$ cat src/rtl/cdb_arbiter_if.sv
// Purpose: handshake and result bus between three producing units (add, mul, ld) and the CDB arbiter.
// Ports: per-unit valid/data/tag in and ready out; broadcast out_data/out_tag/out_sinal toward the CDB register.
// slave = arbiter side, master = producer/consumer side.
interface cdb_arbiter_if #(
  parameter int DATA_W = 16,
  parameter int TAG_W  = 3
);
  logic              add_valid;
  logic [DATA_W-1:0] add_data;
  logic [TAG_W-1:0]  add_tag;
  logic              add_ready;

  logic              mul_valid;
  logic [DATA_W-1:0] mul_data;
  logic [TAG_W-1:0]  mul_tag;
  logic              mul_ready;

  logic              ld_valid;
  logic [DATA_W-1:0] ld_data;
  logic [TAG_W-1:0]  ld_tag;
  logic              ld_ready;

  logic [DATA_W-1:0] out_data;
  logic [TAG_W-1:0]  out_tag;
  logic              out_sinal;

  modport slave (
    input  add_valid, add_data, add_tag,
    input  mul_valid, mul_data, mul_tag,
    input  ld_valid,  ld_data,  ld_tag,
    output add_ready, mul_ready, ld_ready,
    output out_data, out_tag, out_sinal
  );

  modport master (
    output add_valid, add_data, add_tag,
    output mul_valid, mul_data, mul_tag,
    output ld_valid,  ld_data,  ld_tag,
    input  add_ready, mul_ready, ld_ready,
    input  out_data, out_tag, out_sinal
  );
endinterface

$ cat src/rtl/cdb_arbiter.sv
// Purpose: round-robin arbiter granting one of three one-entry result buffers onto the CDB per cycle.
// Ports: clock, reset (async, active-high), flush (sync discard), bus (cdb_arbiter_if.slave).
// Latency 1 cycle load-to-broadcast; ready is registered (= buffer empty), so each unit is limited to one result per 2 cycles.
module cdb_arbiter #(
  parameter int DATA_W = 16,
  parameter int TAG_W  = 3
) (
  input  logic          clock,
  input  logic          reset,
  input  logic          flush,
  cdb_arbiter_if.slave  bus
);

  // Pointer names the unit searched first; index 0=add, 1=mul, 2=ld.
  typedef enum logic [1:0] {
    PTR_ADD = 2'd0,
    PTR_MUL = 2'd1,
    PTR_LD  = 2'd2
  } unit_e;

  logic [2:0]        full;
  logic [DATA_W-1:0] buf_data [3];
  logic [TAG_W-1:0]  buf_tag  [3];
  unit_e             ptr;
  unit_e             ptr_next;

  logic [2:0]        in_valid;
  logic [DATA_W-1:0] in_data [3];
  logic [TAG_W-1:0]  in_tag  [3];

  logic              gnt_vld;
  logic [1:0]        gnt_idx;
  logic [1:0]        order [3];

  logic [DATA_W-1:0] out_data_q;
  logic [TAG_W-1:0]  out_tag_q;
  logic              out_sinal_q;

  always_comb begin
    in_valid   = {bus.ld_valid, bus.mul_valid, bus.add_valid};
    in_data[0] = bus.add_data;
    in_data[1] = bus.mul_data;
    in_data[2] = bus.ld_data;
    in_tag[0]  = bus.add_tag;
    in_tag[1]  = bus.mul_tag;
    in_tag[2]  = bus.ld_tag;
  end

  // Ready comes straight from the registered full flags.
  assign bus.add_ready = ~full[0];
  assign bus.mul_ready = ~full[1];
  assign bus.ld_ready  = ~full[2];

  assign bus.out_data  = out_data_q;
  assign bus.out_tag   = out_tag_q;
  assign bus.out_sinal = out_sinal_q;

  // Round-robin search: scan the rotated order from last to first so the
  // earliest full unit after the pointer is the one left standing.
  always_comb begin
    gnt_vld  = 1'b0;
    gnt_idx  = 2'd0;
    ptr_next = ptr;
    case (ptr)
      PTR_MUL: order = '{2'd1, 2'd2, 2'd0};
      PTR_LD:  order = '{2'd2, 2'd0, 2'd1};
      default: order = '{2'd0, 2'd1, 2'd2};
    endcase
    for (int k = 2; k >= 0; k--) begin
      if (full[order[k]]) begin
        gnt_vld = 1'b1;
        gnt_idx = order[k];
      end
    end
    if (gnt_vld) begin
      case (gnt_idx)
        2'd0:    ptr_next = PTR_MUL;
        2'd1:    ptr_next = PTR_LD;
        default: ptr_next = PTR_ADD;
      endcase
    end
  end

  always_ff @(posedge clock or posedge reset) begin
    if (reset) begin
      full        <= '0;
      ptr         <= PTR_ADD;
      out_data_q  <= '0;
      out_tag_q   <= '0;
      out_sinal_q <= 1'b0;
      for (int i = 0; i < 3; i++) begin
        buf_data[i] <= '0;
        buf_tag[i]  <= '0;
      end
    end else if (flush) begin
      // Drop everything pending; pointer and last broadcast value are kept.
      full        <= '0;
      out_sinal_q <= 1'b0;
    end else begin
      out_sinal_q <= gnt_vld;
      if (gnt_vld) begin
        out_data_q    <= buf_data[gnt_idx];
        out_tag_q     <= buf_tag[gnt_idx];
        full[gnt_idx] <= 1'b0;
        ptr           <= ptr_next;
      end
      // A granted unit is full, hence not ready, so the clear above and a
      // load below never target the same flag. Tag 0 means "no producer":
      // the entry is accepted but never marked full.
      for (int i = 0; i < 3; i++) begin
        if (in_valid[i] && !full[i]) begin
          buf_data[i] <= in_data[i];
          buf_tag[i]  <= in_tag[i];
          full[i]     <= (in_tag[i] != '0);
        end
      end
    end
  end

endmodule

$ cat src/flat_wrapper.sv
// flat-port wrapper written by rule: the top's interface ports become plain ports
module cdb_arbiter_flat 
#(
  parameter int DATA_W = 16,
  parameter int TAG_W  = 3
)
  (clock, reset, flush, bus_add_valid, bus_add_data, bus_add_tag, bus_mul_valid, bus_mul_data, bus_mul_tag, bus_ld_valid, bus_ld_data, bus_ld_tag, bus_add_ready, bus_mul_ready, bus_ld_ready, bus_out_data, bus_out_tag, bus_out_sinal);
  cdb_arbiter_if #(.DATA_W(DATA_W), .TAG_W(TAG_W)) bus_i ();
  input  logic clock;
  input  logic reset;
  input  logic flush;
  input wire logic [$bits(bus_i.add_valid)-1:0] bus_add_valid;
  input wire logic [$bits(bus_i.add_data)-1:0] bus_add_data;
  input wire logic [$bits(bus_i.add_tag)-1:0] bus_add_tag;
  input wire logic [$bits(bus_i.mul_valid)-1:0] bus_mul_valid;
  input wire logic [$bits(bus_i.mul_data)-1:0] bus_mul_data;
  input wire logic [$bits(bus_i.mul_tag)-1:0] bus_mul_tag;
  input wire logic [$bits(bus_i.ld_valid)-1:0] bus_ld_valid;
  input wire logic [$bits(bus_i.ld_data)-1:0] bus_ld_data;
  input wire logic [$bits(bus_i.ld_tag)-1:0] bus_ld_tag;
  output wire logic [$bits(bus_i.add_ready)-1:0] bus_add_ready;
  output wire logic [$bits(bus_i.mul_ready)-1:0] bus_mul_ready;
  output wire logic [$bits(bus_i.ld_ready)-1:0] bus_ld_ready;
  output wire logic [$bits(bus_i.out_data)-1:0] bus_out_data;
  output wire logic [$bits(bus_i.out_tag)-1:0] bus_out_tag;
  output wire logic [$bits(bus_i.out_sinal)-1:0] bus_out_sinal;
  assign bus_i.add_valid = bus_add_valid;
  assign bus_i.add_data = bus_add_data;
  assign bus_i.add_tag = bus_add_tag;
  assign bus_i.mul_valid = bus_mul_valid;
  assign bus_i.mul_data = bus_mul_data;
  assign bus_i.mul_tag = bus_mul_tag;
  assign bus_i.ld_valid = bus_ld_valid;
  assign bus_i.ld_data = bus_ld_data;
  assign bus_i.ld_tag = bus_ld_tag;
  assign bus_add_ready = bus_i.add_ready;
  assign bus_mul_ready = bus_i.mul_ready;
  assign bus_ld_ready = bus_i.ld_ready;
  assign bus_out_data = bus_i.out_data;
  assign bus_out_tag = bus_i.out_tag;
  assign bus_out_sinal = bus_i.out_sinal;
  cdb_arbiter #(.DATA_W(DATA_W), .TAG_W(TAG_W)) u_core (.clock(clock), .reset(reset), .flush(flush), .bus(bus_i));
endmodule
$ cat config.mk
export PLATFORM = sky130hd
export DESIGN_NAME = cdb_arbiter_flat
export DESIGN_NICKNAME = d
export VERILOG_FILES = /design/src/rtl/cdb_arbiter_if.sv /design/src/rtl/cdb_arbiter.sv /design/src/flat_wrapper.sv
export SDC_FILE = /design/constraint.sdc
export NUM_CORES = 1
export LEC_CHECK = 0
export CORE_ASPECT_RATIO = 0.7
export CORE_MARGIN = 5
export CORE_UTILIZATION = 57
export CTS_BUF_LIST = sky130_fd_sc_hd__clkbuf_8
export DETAILED_ROUTE_END_ITERATION = 8
export PLACE_DENSITY_LB_ADDON = 0.05
export SLEW_MARGIN = 20
export SYNTH_ARGS = -nofsm -noshare
export SYNTH_HDL_FRONTEND = slang
export SYNTH_SLANG_ARGS = --single-unit
$ cat constraint.sdc
create_clock -name clock -period 4.9 [get_ports clock]
set_input_delay 0.98 -clock clock [delete_from_list [all_inputs] [get_ports clock]]
set_output_delay 0.98 -clock clock [all_outputs]
set_load 0.01 [all_outputs]
---- Yosys cells after proc, flatten, opt, wreduce, memory -nomap -nowiden ----
Cells that the tools add are included.
W data, S select, Z words.
word-level totals
  input port bits ......................... 63
  output and inout bits ................... 23
  logic and storage cells ................. 75
  register bits after elaboration ......... 82
cells by class
  $lt $le $gt $ge ......................... 6
  multiplexer cells ....................... 28
  bitwise operators ....................... 7
  reduce and logical (&&, ||, !) cells .... 18
  equal/unequal tests ..................... 3
operators by type and width
  kind                  number
  $bmux W16 S2          1
  $mux W16              2
  $reduce_bool A3 Y1    6
  $lt A2 B3 Y1 const B  4
  $mux W3               4
  $pmux W6 S2           1
  $mux W1               11
  $reduce_and A2 Y1     4
  $bmux W1 S2           3
  $bmux W3 S2           1
  $mux W2               3
  $eq A2 B1 Y1 const B  2
  $logic_and A1 B1 Y1   4
  $not A1 Y1            4
  $pmux W2 S2           1
  $and A3 B3 Y3         1
  $ge A3 B3 Y1 const B  1
  $logic_not A1 Y1      3
  $not A2 Y3            1
  $not A3 Y3            1
  $demux W1 S2          1
  $eq A2 B2 Y1 const B  1
  $ge A2 B1 Y1 const B  1
  $logic_not A2 Y1      1

---- Depth between registers and ports, before layout ----
Gate-level depths: netlist (run 1).
  depth in word-level cells ............... 16
  depth in mapped cells ................... 9
  gate-level depth less buffers ........... 7

---- Least setup slack after synthesis (run 1) ----
No wires, ideal clock.
  kind .................................... input-to-reg
  start point ............................. input port flush
  end point ............................... register u_core.buf_data[32] in the netlist's numbering
  arrival ................................. 2.098 ns
  path buffers ............................ 3
  setup time .............................. 0.125 ns
  stages .................................. 5
  setup slack ............................. 2.677 ns
  data required time ...................... 4.775 ns
  cell sequence ........................... clkbuf_1 -> nor3b_1 -> buf_2 -> buf_2 -> mux2_2
between the ends
  longest elaborated chain between the ends .. 2
RTL lines
  what                                RTL line            RTL
  from (decl)                         flat_wrapper.sv:11  input logic flush;
  $not A1 Y1 (no source line)         -
  $reduce_and A2 Y1 (no source line)  -
  to (signal, indexed assignment)     cdb_arbiter.sv:112  buf_data[i] <= in_data[i];
  to (decl)                           cdb_arbiter.sv:22   logic [DATA_W-1:0] buf_data [3];
Every way passes these cells.
A chain may end at the register's enable or synchronous reset.

---- Final worst setup path (run 1) ----
  start point ............................. register u_core.ptr[0]
  end point ............................... register u_core.out_data_q[9] (netlist: u_core.bus.out_data[9])
between the ends
  longest elaborated chain between the ends .. 11
  elaborated cells between the ends (all ways) .. 20
  those cells by class .................... eq/ne: 2; mux: 16; bitwise: 1; reduce/logical: 1
RTL lines
  what                                                 RTL line            RTL
  from (decl)                                          cdb_arbiter.sv:24   unit_e ptr;
  from (signal assigned)                               cdb_arbiter.sv:105  ptr <= ptr_next;
  $eq A2 B2 Y1 / $eq A2 B1 Y1 (equally long branches)  cdb_arbiter.sv:64   case (ptr)
  $pmux W6 S2 *                                        cdb_arbiter.sv:64
  $bmux W1 S2                                          cdb_arbiter.sv:70   if (full[order[k]]) begin
  $mux W1 (implied by the code)                        cdb_arbiter.sv:70
  $mux W2 (3 in series)                                cdb_arbiter.sv:70
  $not A2 Y3 (implied by the code)                     cdb_arbiter.sv:102  out_data_q <= buf_data[gnt_idx];
  $bmux W16 S2                                         cdb_arbiter.sv:102
  $mux W16 (implied by the code) (2 in series)         cdb_arbiter.sv:102
  to (signal assigned)                                 cdb_arbiter.sv:102
  to (decl)                                            cdb_arbiter.sv:35   logic [DATA_W-1:0] out_data_q;
Every way passes the cells marked *; elsewhere a longest branch is shown, timed or not. The select of a mux whose other input is x is not followed.

==> results by group, run 1 <==
Synth
  – Post-synthesis cell area: 0.00415 mm^2
  – Ys Warns: 0
  – Post-synth ARST share: 100%
  – Most common library cells after synthesis: dfrtp_1 (82), mux2_2 (59), o21ai_0 (20)
  – Syn Nets: 383
  – FF+latch count, synth: approximately 80
  – Syn_area_per_cell: around 13 um^2
  – Synth top area share: between 40% and 50%
  – Top FF cell, synth: dfrtp_1
  – Post-synth EDFFs: 0
  – Cell taking the most area after synthesis: dfrtp_1
  – Register area share after synthesis: between 40% and 50%
  – Library cells used by synthesis: slightly above 40
  – Most common cell in the netlist: dfrtp_1
  – Mapped Cells: about 320
  – Ranking of synthesized cells by area: dfrtp_1 (49%), mux2_2 (16%), a2bb2oi_2 (6.9%)

Critical path
  – CP startpoint kind: register
  – Slowest cell on the critical path: nor2_2
  – Crit path largest cell delay: 0.94 ns
  – Worst Path Buf+Inv: 1
  – CP Max Fanout: 20
  – CP cell instances: inv_1 > ha_1 > nor2b_1 > o2111a_1 > nor2_2 > a311oi_1 > a2bb2oi_2
  – Data required time of the critical path: just over 5 ns
  – CP Capture Type: register
  – Crit path DAT: between 3 and 4 ns
  – Crit path kind: register to register
  – CP delay by family, top: simple AND/OR/NAND/NOR gates

Drt
  – DRT Pass-1 Iters: 4
  – Vias per inst: around 6
  – # DRC: 0
  – Iteration-0 DRC Markers: around 160
  – ANT nets after route: 0
  – Via count: ~3000
  – Drt wl/cell: ~20 um
  – Routed WL: 9.76 mm

STA
  – Fin Setup TNS: 0 ns
  – Pin slew with the least headroom to its limit: 1.05 ns
  – WHS: between 0.5 and 0.6 ns
  – Pins Over Slew Limit: 0
  – RSZ-0062 raised after global routing: no
  – Final Setup Violations: 0
  – Relative slew margins: between 20% and 30%
  – Min Tclk post-route: 3.10 ns
  – Fin Clk Skew: about 0.01 ns
  – Tcrit/Tclk final: between 60% and 70%
  – F_max: 0.322 GHz
  – Final Hold Fails: 0
  – Worst setup margin: roughly 1.8 ns

Cells and area
  – Nets: 460
  – Fin cells: slightly below 500
  – Fraction of layout cells with a size suffix above 1: ~33%
  – Area Overhead vs Synth: 26.6%
  – # diodes: 0

GRT
  – Number of global-route vias before repair: 3087
  – Initial antenna violation count: 0
  – Total grt overflow: 0
  – First-pass GRT wire length: 16.3 mm
  – Largest net degree at the start of global routing: 53
  – Tot GR Track Use: 23.1%

Floorplanning
  – Die Area: 0.00911 mm^2
  – Total core area: 0.00719 mm^2
  – Die Ht: 81.4 um
  – I/O Pins: 86
  – Initial Util: between 50% and 60%
  – Die X-Extent: approximately 110 um
  – Rows: 26

Clock network
  – CTS tree: yes
  – Clock sink count: between 80 and 90
  – Clk Tree Root Cell: clkbuf_8
  – Clk slew on worst S/H paths: 0.09 ns
  – H-tree depth: 3
  – Num CTS Buffers: 9
  – Clock Latency Late Sink: roughly 0.35 ns
  – Bufs on Longest Clock Path: 2
  – Post-CTS sizing: 0
  – Hold_buf cts: 0
  – # Post-CTS Setup Buffers: 0

Power
  – Flop pwr share: between 30% and 40%
  – Sw Share: 36.9%
  – Lkg Pwr: around 2.1 nW
  – Combinational power share: just under 50%
  – Power Dens Cells: 573 mW/mm^2
  – Worst IR drop on VDD: 0.251 mV
  – Clock power frac: roughly 16%
  – Pwr Total: between 3 and 4 mW
  – Total net switching power: 1.11 mW
  – Internal power: roughly 1.9 mW

Job
  – Max cap viols: 0

Placed design
  – PortBufs: 85
  – Placed cell count: between 400 and 500
  – Routability cong.: 0.869
  – DP HPWL: roughly 6.9 mm
  – Worst slack, placed: ~1.7 ns

Hold path
  – Min-Delay Path Class: register to register

Status
  – Status: complete, no violations
## placed cells by master (no fill, tap or decap), drive strengths merged, types with 3 or more instances in the layout
master / n
mux2: 59
clkbuf: 9
ha: 3
buf: 9
inv: 9
a311oi: 19
o31ai: 5
a2bb2oi: 19
o21ai: 20
dfrtp: 82
a21oi: 3
nand3: 19
a21o: 19
nor2: 5
nor3b: 4
nand2: 4
clkdlybuf4s50: 85
clkinv: 3
## routing by layer
metal | GRT usage, % | wire length [um]
met5 | 0 | 0
met4 | 6.24 | 127
met3 | 8.34 | 822
met2 | 34.9 | 4410
met1 | 31.9 | 4400
## worst paths after layout
| check | startpoint | slack [ns] | to | cells after the start |
|---|---|---|---|---|
| worst max-delay path | u_core.ptr[0] | 1.80 | u_core.bus.out_data[9] | 7 |
| worst min-delay path | u_core.buf_data[7] | 0.51 | u_core.buf_data[7] | 1 |
| worst max register to register | u_core.ptr[0] | 1.80 | u_core.bus.out_data[9] | 7 |
| worst min register to register | u_core.buf_data[7] | 0.51 | u_core.buf_data[7] | 1 |
| max in group asynchronous | reset | 2.88 | u_core.buf_data[37] | 3 |
| min in group asynchronous | reset | 1.09 | u_core.buf_data[20] | 2 |
## worst reg2reg max path: cells and delay by family (launching register included)
family          cells  cell delay (ns)
flops               1             0.38
buf+inv             1             0.07
simple gates        2             1.16
compound gates      3             0.99
fa+ha+maj           1             0.44
## state kept, by name (all words and copies together) (netlist names)
signal and count:
u_core.full 3, u_core.buf_data 48, u_core.bus.out_tag 3, u_core.buf_tag 9
u_core.ptr 2, u_core.bus.out_data 16, u_core.bus.out_sinal 1
## metrics by stage
| step | util, % | area [um^2] |
|---|---|---|
| floorplan | - | 4150 |
| global placement | 69.9 | 5030 |
| detailed placement | 70.3 | 5060 |
| CTS | 73.1 | 5250 |
| global route | 73.1 | 5250 |
| finish | 73.1 | 5250 |
## cell type report
type,instances,area (um^2)
clock inverter,7,73.8
multi-input combinational,200,1920
inverter,7,27.5
timing repair buffer,94,938
fill,506,1940
sequential,82,2050
clock buffer,9,124
tap,98,123
## cells by family after synthesis
group	share of synthesized area [%]
flops	49.5
simple gates	5.64
mux	16.5
fa+ha+maj	0.905
buf+inv	4.79
compound gates	22.7
## power groups by stage
| stage | clock (mW) | sequential [mW] | combinational [mW] |
|---|---|---|---|
| floorplan | 0 | 1.07 | 1.04 |
| global placement | 0 | 1.07 | 1.41 |
| detailed placement | 0 | 1.07 | 1.46 |
| CTS | 0.505 | 1.06 | 1.46 |
| global route | 0.533 | 1.09 | 1.58 |
| finish | 0.493 | 1.06 | 1.46 |
Power figures use the tool's default switching activity.
==> run 2, diff against run 1 <==
--- a/config.mk
+++ b/config.mk
@@ -7,7 +7,7 @@
 export LEC_CHECK = 0
 export CORE_ASPECT_RATIO = 0.7
 export CORE_MARGIN = 5
-export CORE_UTILIZATION = 57
+export CORE_UTILIZATION = 53
 export CTS_BUF_LIST = sky130_fd_sc_hd__clkbuf_8
 export DETAILED_ROUTE_END_ITERATION = 8
 export PLACE_DENSITY_LB_ADDON = 0.05
==> constraint.sdc (replaced) <==
create_clock -name clock -period 3 [get_ports clock]
set_input_delay 0.6 -clock clock [delete_from_list [all_inputs] [get_ports clock]]
set_output_delay 0.6 -clock clock [all_outputs]
set_load 0.01 [all_outputs]
==> results by group, run 2 (synthesis results as in run 1) <==
Floorplanning
  – Rows: 27 (was 26)
  – I/O Pins: 86 (unchanged)
  – Die Ht: 84.0 um (was 81.4 um)
  – Die Area: 0.00973 mm^2 (was 0.00911 mm^2)
  – Total core area: 0.00774 mm^2 (was 0.00719 mm^2)
  – Die X-Extent: 116 um (was 112 um)
  – Initial Util: 53.6% (was 57.7%)

Placed design
  – Placed cell count: 494 (was 481)
  – DP HPWL: 7.51 mm (was 6.93 mm)
  – Routability cong.: 0.820 (was 0.869)
  – PortBufs: 85 (unchanged)

Critical path
  – Data required time of the critical path: 3.29 ns (was 5.19 ns)
  – CP Max Fanout: 30 (was 20)
  – CP Capture Type: register (unchanged)
  – Crit path DAT: 2.76 ns (was 3.39 ns)
  – Crit path kind: register to register (unchanged)
  – CP startpoint kind: register (unchanged)

Drt
  – # DRC: 0 (unchanged)
  – Metal2 WL: 4.10 mm (was 4.41 mm)
  – Iteration-0 DRC Markers: 171 (was 156)
  – ANT nets after route: 0 (unchanged)
  – Via count: 2930 (was 2968)
  – Vias per inst: 5.75 (was 5.97)
  – Met1 WL: 4.95 mm (was 4.40 mm)
  – Routed WL: 9.79 mm (was 9.76 mm)
  – Max layer used: met4 (unchanged)
  – WL met3: 664 um (was 822 um)
  – DRT Pass-1 Iters: 4 (unchanged)
  – Drt wl/cell: 19.2 um (was 19.6 um)

STA
  – RSZ-0062 raised after global routing: no (unchanged)
  – Pin slew with the least headroom to its limit: 0.686 ns (was 1.05 ns)
  – Final Hold Fails: 0 (unchanged)
  – Fin Clk Skew: 0.00918 ns (was 0.0100 ns)
  – Relative slew margins: 54.2% (was 30.0%)
  – Pins Over Slew Limit: 0 (unchanged)
  – Tcrit/Tclk final: 82.6% (was 63.3%)
  – Final Setup Violations: 0 (unchanged)
  – F_max: 0.404 GHz (was 0.322 GHz)
  – Fin Setup TNS: 0 ns (unchanged)
  – Min Tclk post-route: 2.48 ns (was 3.10 ns)

Clock network
  – Clock Latency Late Sink: 0.36 ns (was 0.35 ns)
  – Clock sink count: 82 (unchanged)
  – Num CTS Buffers: 9 (unchanged)
  – Hold_buf cts: 0 (unchanged)
  – Clk Tree Root Cell: clkbuf_8 (unchanged)
  – H-tree depth: 3 (unchanged)
  – Bufs on Longest Clock Path: 2 (unchanged)
  – CTS tree: yes (unchanged)
  – # Post-CTS Setup Buffers: 0 (unchanged)
  – Clk slew on worst S/H paths: 0.08 ns (was 0.09 ns)
  – Post-CTS sizing: 0 (unchanged)

Power
  – Worst IR drop on VDD: 0.440 mV (was 0.251 mV)
  – Lkg Pwr: 2.17 nW (was 2.12 nW)
  – Power Dens Cells: 941 mW/mm^2 (was 573 mW/mm^2)

GRT
  – Number of global-route vias before repair: 3038 (was 3087)
  – Initial antenna violation count: 0 (unchanged)
  – Tot GR Track Use: 21.5% (was 23.1%)
  – First-pass GRT wire length: 16.0 mm (was 16.3 mm)
  – Total grt overflow: 0 (unchanged)
  – Largest net degree at the start of global routing: 40 (was 53)

Job
  – Max cap viols: 0 (unchanged)

Cells and area
  – Fin cells: 510 (was 497)
  – Register name with the most flops: u_core.buf_data (unchanged)
  – # diodes: 0 (unchanged)
  – Fraction of layout cells with a size suffix above 1: 33.7% (was 32.8%)
  – Area Overhead vs Synth: 28.8% (was 26.6%)
  – Most frequent cells in the layout: clkdlybuf4s50_1 (85), dfrtp_1 (82), mux2_2 (59) (unchanged)
  – Most common cell after layout, fill and taps aside: clkdlybuf4s50_1 (unchanged)
  – Max reg flops: 48 (unchanged)
  – Nets: 470 (was 460)
  – FILL cells: 613 (was 506)

Hold path
  – Min-Delay Path Class: register to register (unchanged)

Status
  – Status: complete, no violations (unchanged)
## run 2: changes by cell type in the layout (fill, tap and decap cells not counted), sizes merged
cell / previous run / this run
buf: 9 / 19
clkinv: 3 / 1
bufinv: 1 / 2
clkbuf: 9 / 10
clkinvlp: 1 / 2
inv: 9 / 8
## run 2: through the flow
step | setup slack [ns] | cell area, um^2 | util (%) | hold slack [ns] | total power, mW
after floorplan | 0.292 | 4150 | - | 0.474 | 3.45
after global placement | 0.703 | 5120 | 66.2 | 0.484 | 4.11
after detailed placement | 0.572 | 5120 | 66.2 | 0.491 | 4.18
after CTS | 0.527 | 5350 | 69.1 | 0.512 | 5.05
after global routing | 0.331 | 5350 | 69.1 | 0.525 | 5.32
final | 0.522 | 5350 | 69.1 | 0.511 | 5.03
## run 2: path summary, 6_finish.rpt
kind                                         start                       to  slack, ns  cells after the start
worst max-delay path                 u_core.ptr[1]  u_core.bus.out_data[14]       0.52                      8
worst min-delay path            u_core.buf_data[7]       u_core.buf_data[7]       0.51                      1
worst max register to register       u_core.ptr[1]  u_core.bus.out_data[14]       0.52                      8
worst min register to register  u_core.buf_data[7]       u_core.buf_data[7]       0.51                      1
max in group asynchronous                    reset      u_core.buf_data[42]       1.67                      3
min in group asynchronous                    reset      u_core.buf_data[47]       0.64                      2
## run 2: per-layer routing
| layer | up-vias | global-route usage (%) |
|---|---|---|
| met5 | - | 0 |
| met4 | 0 | 4.53 |
| met3 | 7 | 7.39 |
| met2 | 83 | 28.9 |
| met1 | 1471 | 33.1 |
| li1 | 1369 | - |
## run 2: final cells by class
cell class | count | area, um^2 | area share (%)
timing repair buffer | 104 | 1010 | 18.8
clock inverter | 6 | 82.6 | 1.54
sequential | 82 | 2050 | 38.4
inverter | 7 | 27.5 | 0.515
multi-input combinational | 200 | 1910 | 35.8
clock buffer | 10 | 138 | 2.57
tap | 101 | 126 | 2.36
## run 2: where the power goes
part           internal [mW]  switching (mW)
sequential              1.48           0.264
clock                  0.485           0.393
combinational           1.26            1.15
## run 2: worst max-delay path, cell delays in order, from the launching register on
cell and delay, ns:
dfrtp_1 0.43, inv_1 0.08, ha_1 0.47, mux2i_1 0.35
o221ai_2 0.15, a21oi_4 0.37, buf_12 0.25, a311oi_1 0.14
a2bb2oi_2 0.16
==> run 3, diff against run 2 <==
==> constraint.sdc (replaced) <==
create_clock -name clock -period 2.5 [get_ports clock]
set_input_delay 0.5 -clock clock [delete_from_list [all_inputs] [get_ports clock]]
set_output_delay 0.5 -clock clock [all_outputs]
set_load 0.01 [all_outputs]
==> results by group, run 3 (synthesis results as in run 1) <==
Floorplanning
  – Die X-Extent: 116 um (unchanged)
  – Die Area: 0.00973 mm^2 (unchanged)
  – I/O Pins: 86 (unchanged)
  – Die Ht: 84.0 um (unchanged)
  – Rows: 27 (unchanged)
  – Initial Util: 53.6% (unchanged)
  – Total core area: 0.00774 mm^2 (unchanged)

Critical path
  – CP Max Fanout: 20 (was 30)
  – CP delay by family, top: compound AO/OA/AOI/OAI gates (unchanged)
  – CP cell instances: inv_1 > ha_1 > mux2i_1 > o22ai_2 > a211oi_4 > buf_4 > nor2_1 > a221oi_2 (was inv_1 > ha_1 > mux2i_1 > o221ai_2 > a21oi_4 > buf_12 > a311oi_1 > a2bb2oi_2)
  – Crit path largest cell delay: 0.42 ns (was 0.47 ns)
  – Data required time of the critical path: 2.78 ns (was 3.29 ns)
  – Worst R2R Path Depth: 8 (unchanged)
  – Slowest cell on the critical path: dfrtp_1 (was ha_1)
  – CP startpoint kind: register (unchanged)
  – FF-to-FF setup slack: 0.23 ns (was 0.52 ns)
  – Crit path kind: register to register (unchanged)
  – Number of cells on the critical path: 8 (unchanged)
  – CP Capture Type: register (unchanged)
  – Crit path DAT: 2.55 ns (was 2.76 ns)
  – Worst Path Buf+Inv: 2 (unchanged)

Placed design
  – PortBufs: 85 (unchanged)
  – Routability cong.: 0.863 (was 0.820)
  – Worst slack, placed: 0.0305 ns (was 0.572 ns)
  – DP HPWL: 7.03 mm (was 7.51 mm)

Clock network
  – Post-CTS sizing: 1 (was 0)
  – H-tree depth: 3 (unchanged)
  – Clk Tree Root Cell: clkbuf_8 (unchanged)
  – Hold_buf cts: 0 (unchanged)
  – CTS tree: yes (unchanged)
  – Num CTS Buffers: 9 (unchanged)
  – Clk slew on worst S/H paths: 0.09 ns (was 0.08 ns)
  – Clock Latency Late Sink: 0.37 ns (was 0.36 ns)
  – Clock sink count: 82 (unchanged)
  – Bufs on Longest Clock Path: 2 (unchanged)
  – # Post-CTS Setup Buffers: 0 (unchanged)

Cells and area
  – # diodes: 0 (unchanged)
  – Max reg flops: 48 (unchanged)
  – Most frequent cells in the layout: clkdlybuf4s50_1 (85), dfrtp_1 (82), mux2_2 (59) (unchanged)
  – Area Overhead vs Synth: 29.7% (was 28.8%)
  – Nets: 469 (was 470)
  – Register name with the most flops: u_core.buf_data (unchanged)
  – FILL cells: 592 (was 613)
  – Fraction of layout cells with a size suffix above 1: 33.8% (was 33.7%)
  – Most common cell after layout, fill and taps aside: clkdlybuf4s50_1 (unchanged)

STA
  – Worst setup margin: 0.231 ns (was 0.522 ns)
  – Fin Setup TNS: 0 ns (unchanged)
  – Pin slew with the least headroom to its limit: 0.476 ns (was 0.686 ns)
  – Fin Clk Skew: 0.0129 ns (was 0.00918 ns)
  – Pins Over Slew Limit: 0 (unchanged)
  – F_max: 0.441 GHz (was 0.404 GHz)
  – Final Setup Violations: 0 (unchanged)
  – Final Hold Fails: 0 (unchanged)
  – Min Tclk post-route: 2.27 ns (was 2.48 ns)
  – Relative slew margins: 68.2% (was 54.2%)
  – Tcrit/Tclk final: 90.8% (was 82.6%)
  – RSZ-0062 raised after global routing: no (unchanged)

Power
  – Sw Share: 36.3% (was 35.9%)
  – Worst IR drop on VDD: 0.537 mV (was 0.440 mV)
  – Clock power frac: 17.1% (was 17.5%)
  – Lkg Pwr: 2.18 nW (was 2.17 nW)
  – Power Dens Cells: 1140 mW/mm^2 (was 941 mW/mm^2)
  – Combinational power share: 48.8% (was 47.9%)
  – Internal power: 3.90 mW (was 3.22 mW)
  – Flop pwr share: 34.1% (was 34.7%)
  – Total net switching power: 2.22 mW (was 1.81 mW)

Drt
  – Met1 WL: 4.79 mm (was 4.95 mm)
  – Iteration-0 DRC Markers: 157 (was 171)
  – Routed WL: 9.71 mm (was 9.79 mm)
  – Metal2 WL: 4.11 mm (was 4.10 mm)
  – Max layer used: met4 (unchanged)
  – Drt wl/cell: 19.1 um (was 19.2 um)
  – WL met3: 649 um (was 664 um)
  – Vias per inst: 5.82 (was 5.75)
  – # DRC: 0 (unchanged)
  – ANT nets after route: 0 (unchanged)
  – Via count: 2963 (was 2930)
  – DRT Pass-1 Iters: 4 (unchanged)

Status
  – Status: complete, no violations (unchanged)

GRT
  – Total grt overflow: 0 (unchanged)
  – Largest net degree at the start of global routing: 83 (was 40)
  – Initial antenna violation count: 0 (unchanged)
  – Tot GR Track Use: 21.1% (was 21.5%)
  – Number of global-route vias before repair: 2993 (was 3038)
  – First-pass GRT wire length: 15.7 mm (was 16.0 mm)

Hold path
  – Min-Delay Path Class: register to register (unchanged)
  – Hold Crit Depth: 1 (unchanged)

Job
  – Max cap viols: 0 (unchanged)
[run 3: cell count changes in the layout (fill, tap and decap cells not counted), sizes merged]
cell / change
buf: -1
clkbuf: -1
clkinv: +1
[run 3: final timing paths]
check                                         start                endpoint
worst min-delay path            u_core.buf_data[11]     u_core.buf_data[11]
worst max-delay path                  u_core.ptr[1]          u_core.full[0]
worst max register to register        u_core.ptr[1]          u_core.full[0]
min in group asynchronous                     reset  u_core.bus.out_data[4]
worst min register to register  u_core.buf_data[11]     u_core.buf_data[11]
max in group asynchronous                     reset       u_core.buf_tag[6]
[run 3: cell type report]
| type | count | area (um^2) | share of cell area (%) |
|---|---|---|---|
| Clock buffer | 9 | 124 | 2.30 |
| Timing Repair Buffer | 103 | 1040 | 19.3 |
| Clock inverter | 7 | 93.8 | 1.74 |
| Sequential cell | 82 | 2050 | 38.1 |
| Tap cell | 101 | 126 | 2.35 |
| Multi-Input combinational cell | 200 | 1920 | 35.7 |
| Inverter | 7 | 30.0 | 0.558 |
[run 3: power groups by stage]
stage	clock network, mW	registers, mW	logic, mW
after global routing	1.13	2.14	3.20
after floorplan	0	2.09	2.05
final	1.05	2.09	2.99
after global placement	0	2.10	2.90
after CTS	1.07	2.09	2.99
after detailed placement	0	2.12	2.97
[run 3: per-layer routing]
metal / global-route usage, % / vias up
met1: 32.7 / 1490
met3: 5.14 / 15
li1: - / 1366
met5: 0 / -
met4: 7.06 / 0
met2: 28.5 / 92
[run 3: stage by stage]
| step | instance area (um^2) | instances | hold slack, ns | total power [mW] | util [%] |
|---|---|---|---|---|---|
| after floorplan | 4150 | 317 | 0.474 | 4.14 | - |
| after global placement | 5160 | 493 | 0.483 | 5.00 | 66.7 |
| after detailed placement | 5160 | 493 | 0.489 | 5.08 | 66.7 |
| after CTS | 5380 | 509 | 0.511 | 6.16 | 69.5 |
| after global routing | 5380 | 509 | 0.520 | 6.47 | 69.5 |
| final | 5380 | 509 | 0.509 | 6.13 | 69.5 |
